[config.mk]
export PLATFORM = sky130hd
export DESIGN_NAME = seq_shift_add_multiplier
export DESIGN_NICKNAME = d
export VERILOG_FILES = /design/src/rtl/seq_shift_add_multiplier.sv
export SDC_FILE = /design/constraint.sdc
export NUM_CORES = 1
export LEC_CHECK = 0
export CAP_MARGIN = 10
export CORE_ASPECT_RATIO = 1.4
export CORE_MARGIN = 2
export CORE_UTILIZATION = 57
export DETAILED_ROUTE_END_ITERATION = 8
export GPL_ROUTABILITY_DRIVEN = 0
export PLACE_DENSITY = 0.77
export SYNTH_ARGS = -nofsm -noshare
export SYNTH_HDL_FRONTEND = slang
export SYNTH_SLANG_ARGS = --single-unit
[constraint.sdc]
create_clock -name clk -period 2.65 [get_ports clk]
set_input_delay 0.3975 -clock clk [delete_from_list [all_inputs] [get_ports clk]]
set_output_delay 0.3975 -clock clk [all_outputs]
set_load 0.02 [all_outputs]
[src/rtl/seq_shift_add_multiplier.sv]
// seq_shift_add_multiplier: N x N shift-add multiplier, one multiplier bit per clock, signed/unsigned per operation
module seq_shift_add_multiplier #(
    parameter int N = 8
) (
    input  logic             clk,
    input  logic             rst,
    input  logic             start,
    input  logic             signed_mode,
    input  logic [N-1:0]     a,
    input  logic [N-1:0]     b,
    output logic             busy,
    output logic             done,
    output logic [2*N-1:0]   product
);
    typedef enum logic [1:0] {IDLE, RUN, DONE} state_t;
    localparam int CW = $clog2(N + 1);
    state_t state_q, state_d;
    logic [2*N-1:0] acc_q, acc_d, mag_a_q, mag_a_d, product_q, product_d;
    logic [N-1:0] mag_b_q, mag_b_d, abs_a, abs_b;
    logic [CW-1:0] count_q, count_d;
    logic neg_q, neg_d;
    assign abs_a = (signed_mode && a[N-1]) ? -a : a;
    assign abs_b = (signed_mode && b[N-1]) ? -b : b;
    always_comb begin
        state_d   = state_q;
        acc_d     = acc_q;
        mag_a_d   = mag_a_q;
        mag_b_d   = mag_b_q;
        count_d   = count_q;
        neg_d     = neg_q;
        product_d = product_q;
        case (state_q)
            IDLE: if (start) begin
                state_d = RUN;
                mag_a_d = {{N{1'b0}}, abs_a};
                mag_b_d = abs_b;
                neg_d   = signed_mode & (a[N-1] ^ b[N-1]);
                acc_d   = '0;
                count_d = '0;
            end
            RUN: if (count_q == CW'(N)) begin
                state_d   = DONE;
                product_d = neg_q ? -acc_q : acc_q;
            end else begin
                acc_d   = acc_q + (mag_b_q[0] ? mag_a_q : '0);
                mag_a_d = mag_a_q << 1;
                mag_b_d = mag_b_q >> 1;
                count_d = count_q + CW'(1);
            end
            default: state_d = IDLE;
        endcase
    end
    always_ff @(posedge clk) begin
        if (rst) begin
            state_q   <= IDLE;
            acc_q     <= '0;
            mag_a_q   <= '0;
            mag_b_q   <= '0;
            count_q   <= '0;
            neg_q     <= 1'b0;
            product_q <= '0;
        end else begin
            state_q   <= state_d;
            acc_q     <= acc_d;
            mag_a_q   <= mag_a_d;
            mag_b_q   <= mag_b_d;
            count_q   <= count_d;
            neg_q     <= neg_d;
            product_q <= product_d;
        end
    end
    assign busy    = state_q != IDLE;
    assign done    = (state_q == DONE) & ~rst;
    assign product = product_q;
endmodule
==> flow_summary_export.csv <==
group,metric,value,unit
cts,path_clk_slew,0.07,ns
synth,synth.avg_cell_area,7.98,sq um
cts,root_buffer,"clkbuf_8",
routing,dr.pass1.iters,4,
die,core,6530,sq um
placement,hpwl,6.23,mm
outcome,outcome,"complete, no violations",
synth,synth_area,3780,sq um
cts,clk_latency,0.33,ns
synth,yosysWarnings,0,
run,maxCapViolCount,0,
placement,placedCellCount,568,
worst_setup_path,critical_path_required,2.91,ns
timing,tns,0,ns
routing,wire_per_inst,14.4,um
die,boundaryPins,38,
timing,period_share,0.887,
global_route,antenna_found_initial,0,
cts,cts_sinks,63,
timing,fmax,426,MHz
timing,final.min_clock_period,2.35,ns
timing,clock_skew,0.00716,ns
synth,netlist_instances,474,
global_route,grt.total_usage,0.240,
global_route,first_global_vias,3219,
die,die_area,7320,sq um
cts,max-clock-path-buffers,2,
synth,synth_seq_cells,63,
worst_setup_path,setup.worst_path.class,"reg2reg",
final_layout,syn_to_final_growth,16.0,%
routing,drtAntennaViolNets,0,
placement,portBuffers,37,
synth,synth_edf_count,0,
cts,htree_levels,3,
synth,syn_nets,515,
final_layout,final_core_util,0.673,
power,power_density,475,nW/um^2
power,power_switching,0.510,mW
worst_setup_path,reg2regPathDepth,9,
global_route,globalRoute.totalOverflow,0,
final_layout,finalNonFillerCells,584,
power,p_comb_frac,0.109,
worst_setup_path,reg2reg_setup_slack,0.30,ns
cts,cts.repair.resized,0,
min_path,hold_path.class,"reg2reg",
final_layout,insertedDiodeCount,0,
power,peakVddDrop,0.297,mV
global_route,grt_max_degree,56,
worst_setup_path,path_max_fanout,16,
timing,postLayoutSetupSlackWorst,0.301,ns
routing,drtIter0Drc,164,
routing,drcViolationCount,0,
cts,post_cts_buffers,0,
power,p_clk_frac,0.414,
cts,cts_buffers,9,
die,die_w,72.9,um
final_layout,num-fill-cells,572,
power,p_seq_frac,0.477,
timing,maxSlewHeadroom,0.533,
final_layout,finalNetCount,546,
worst_setup_path,cp-start-kind,"flop",
worst_setup_path,reg2reg_to,"acc_q[13]",
timing,tightest_slew,0.699,ns
die,die_h,100,um
timing,hold_slack,0.466,ns
final_layout,drive_above_1_share,0.0765,
cts,cts_tree,"built",
worst_setup_path,r2r_start,"mag_b_q[0]",
power,sw_frac_of_total,0.245,
synth,netlist-cell-type-count,60,
min_path,hp-start,"mag_b_q[1]",
routing,routed_wl,8.40,mm
power,report.power.total,2.08,mW
routing,vias,3387,
routing,via_per_inst,5.80,
cts,cts_hold_buf,0,
power,internal_power,1.57,mW
synth,synth_ff_type,"dfxtp_1",
min_path,min_path_cells,2,
die,initial_core_util,0.580,
die,rows,35,
timing,hold_viol_final,0,
final_layout,stdcell_area,4390,sq um
global_route,grt_pass1_wl,14.1,mm
timing,drv_slew,0,
worst_setup_path,worstSetupEndpointType,"flop",
worst_setup_path,cp.arrival,2.61,ns
synth,async_flop_share,0,
power,power_leakage,1.74,nW
timing,finalSetupViolations,0,
min_path,min_to,"mag_b_q[1]",
synth,ys_seq_area_frac,0.333,
timing,rsz0062_at_grt,"no",
placement,dp_slack,0.339,ns
placement,placed_cell_area,4180,sq um
-- worst max path at each step --
stage	from	endpoint	cells after the start
3_5_place_dp	acc_q[0]	acc_q[10]	9
3_3_place_gp	acc_q[0]	acc_q[14]	9
2_1_floorplan	mag_b_q[0]	acc_q[13]	10
6_report	mag_b_q[0]	acc_q[13]	9
4_1_cts	acc_q[0]	acc_q[10]	9
5_1_grt	mag_a_q[0]	acc_q[10]	10
-- power groups by stage --
| stage | combinational, mW | sequential, mW | clock, mW |
|---|---|---|---|
| 3_5_place_dp | 0.227 | 1.01 | 0 |
| 5_1_grt | 0.255 | 0.996 | 0.919 |
| 2_1_floorplan | 0.153 | 1.01 | 0 |
| 4_1_cts | 0.228 | 0.993 | 0.874 |
| 6_report | 0.228 | 0.994 | 0.862 |
| 3_3_place_gp | 0.221 | 1.01 | 0 |
-- cells by family after synthesis --
kind of cell    synth area share
flops                      0.333
mux                       0.0142
buf+inv                   0.0476
fa+ha+maj                 0.0714
simple gates               0.233
xor+xnor                  0.0876
compound gates             0.213
-- cells in the mapped netlist, types with 3 or more instances --
cell      instances  share of area
clkbuf_1         12          0.012
and2_1           15          0.025
or3_1             4         0.0066
dfxtp_1          63           0.33
o31ai_1           7          0.014
a21oi_1          34          0.045
a211oi_1         16          0.032
nand4_1           4         0.0066
nor3b_1           4         0.0079
a222oi_1          3         0.0079
xor2_1           22          0.051
nand3_1          27          0.036
nor2_1           49          0.049
inv_1            15          0.015
nor3_1            9          0.012
o21ai_1           4         0.0053
a31oi_1           5         0.0083
a22oi_1           6          0.012
xnor2_1          14          0.032
a22o_1            5          0.012
a21o_1            4         0.0079
buf_2             8          0.011
nand2b_1          5         0.0083
nand2_1          58          0.058
ha_1             20          0.066
o21ai_0          16          0.021
-- sequential cells by signal, indices dropped and copies added (netlist names) --
signal and flops:
product 16, count_q 4, neg_q 1, acc_q 16, mag_a_q 16, mag_b_q 8
state_q 2
-- final cells by class --
| class | count | area (sq um) | share of cell area |
|---|---|---|---|
| Clock buffer | 13 | 169 | 0.0385 |
| Clock inverter | 3 | 40.0 | 0.00912 |
| Inverter | 15 | 56.3 | 0.0128 |
| Multi-Input combinational cell | 371 | 2350 | 0.534 |
| Sequential cell | 63 | 1260 | 0.287 |
| Tap cell | 74 | 92.6 | 0.0211 |
| Timing Repair Buffer | 45 | 425 | 0.0969 |
-- per-layer routing --
metal / global-route usage / share of wire / vias up / wire length, um
met2: 0.424 / 0.51 / 76 / 4270
met1: 0.284 / 0.44 / 1544 / 3670
li1: - / - / 1752 / -
met3: 0.0462 / 0.033 / 15 / 273
met4: 0.0826 / 0.023 / 0 / 192
met5: 0 / 0 / - / 0
-- cell usage in the layout, fill, tap and decap left out, drive strengths merged, types with 7 or more instances in the layout --
master	n
a21oi	36
clkbuf	13
xor2	23
and2	16
dfxtp	63
a211oi	17
inv	15
clkdlybuf4s50	36
buf	9
xnor2	14
o21ai	20
nand2	58
ha	20
nor2	49
nor3	10
o31ai	7
nand3	28
-- critical path: stages, from the launching register on --
cell and delay [ns]:
dfxtp_1 0.31, buf_4 0.17, and2_1 0.15, ha_1 0.37, a21oi_2 0.19, o21ai_1 0.10
a221o_1 0.32, a22oi_1 0.21, mux2_1 0.35, o22ai_1 0.11
No activity file was read; power rests on OpenSTA's default activity.
==> RTL edit: new RTL, config.mk and constraints unchanged <==
Register the output `product` once more; this adds one clock of latency there. The other outputs are not delayed to match.
--- a/src/rtl/seq_shift_add_multiplier.sv
+++ b/src/rtl/seq_shift_add_multiplier.sv
@@ -72,4 +72,6 @@
     assign busy    = state_q != IDLE;
     assign done    = (state_q == DONE) & ~rst;
-    assign product = product_q;
+    always_ff @(posedge clk) begin
+        product <= product_q;
+    end
 endmodule
Check against the original RTL: same outputs for any inputs over 10 cycles, from zero or initial values and one cycle with rst high; that may be too few to reach the edited logic, so the function may still have changed.
==> RTL edit against the unedited design <==
Worst setup slack worse by 0.0025 ns; total power is 16% higher; count of clock-buffer cells in the layout is 1 lower; first-iteration DRC count is 16% lower; synthesized cell count is 2.7% higher; sequential cell count is 16 higher; critical path depth is 1 higher; routed wire length is 4.6% higher; design area is 9.3% higher; synthesized area is 8.5% higher; largest cell class unchanged; highest routed layer unchanged.
==> RTL edit: results (changes against the unedited design) <==
metric;value;unit;change
status;finished clean;;
post-route insts no fill;624;;+6.8%
Final Instance Area;4800;sq um;+9.3%
worst clock skew;0.00913;ns;+0.00197 ns
combinational power;0.257;mW;+13%
sequential area share after synthesis;38.5;%;+5.2 points
pin count of the biggest net entering global routing;47;;-16%
Net Sw Frac;25.3;%;+0.79 points
Main synth FF type;dfxtp_1;;
worst-path fanout max;6;;-10
Tot Pwr;2.42;mW;+16%
Yosys cell types;63;;+5.0%
syn nets;528;;+2.5%
layout cells sized above 1;9.45;%;+1.8 points
Critical-path top delay cell;dfxtp_1;;
synth cell count leaders;dfxtp_1, nor2_1, nand2_1, a21oi_1, a211oi_1;;
worst hold slack;0.354;ns;-0.112 ns
crit path time final;2.35;ns;+0.00250 ns
crit path to;acc_q[12]$_SDFFE_PP0P_;;
Placed Area;4590;sq um;+9.8%
Iteration-0 DRC Markers;138;;-16%
Seq pwr share;51.1;%;+3.4 points
Min-Delay Startpoint;product_q[7]$_SDFFE_PP0P_;;
Total GRT Usage;24.3;%;+0.36 points
Slowest Stage Delay on Critical Path;0.45;ns;+0.08 ns
post-DR wirelength/cell;14.1;um;-2.1%
critical path arrival;2.61;ns;about the same
Worst Hold End;product[7]$_DFF_P_;;
Hold Path Stages;0;;-2
Vias/cell;5.76;;-0.72%
Syn Inst Count;487;;+2.7%
worst vdd ir;0.423;mV;+43%
worst rel slew slack;53.2;%;-0.15 points
FF-to-FF path depth;10;;+1
clock network latency to the later pin of the worst-skew pair;0.36;ns;+0.03 ns
first-pass GRT wire length;14.9;mm;+6.0%
Final nets;565;;+3.5%
maximum clock insertion buffer count;2;;unchanged
dpl cells;608;;+7.0%
vias in the first global route;3371;;+4.7%
Critical Path Start;acc_q[0]$_SDFFE_PP0P_;;
DP Wirelength;6.70;mm;+7.5%
dpl ws;0.333;ns;-0.00610 ns
leakage power;1.92;nW;+11%
fill count;587;;+2.6%
[RTL edit: cell type report]
type / instances / share of cell area (%)
tap: 95 / 2.48
timing repair buffer: 48 / 9.59
inverter: 18 / 1.41
clock inverter: 4 / 1.09
clock buffer: 12 / 3.23
multi-input combinational: 368 / 49.2
sequential: 79 / 33.0
[RTL edit: cells by family (layout without fill, tap and decap cells)]
group / after synthesis / in the layout / share of synthesized area (%)
multiplexers: 4 / 4 / 0.975
buffers and inverters: 40 / 82 / 3.99
AND/OR/NAND/NOR: 183 / 183 / 21.3
XOR/XNOR: 34 / 34 / 7.25
adder cells (fa/ha/maj): 21 / 21 / 6.58
flip-flops: 79 / 79 / 38.5
AO/OA/AOI/OAI: 126 / 126 / 21.4
[RTL edit: routing by layer]
metal,wire [um],global-route usage (%)
met1,3440,26.3
met2,4610,42.1
met3,325,3.88
met4,409,15.0
met5,0,0
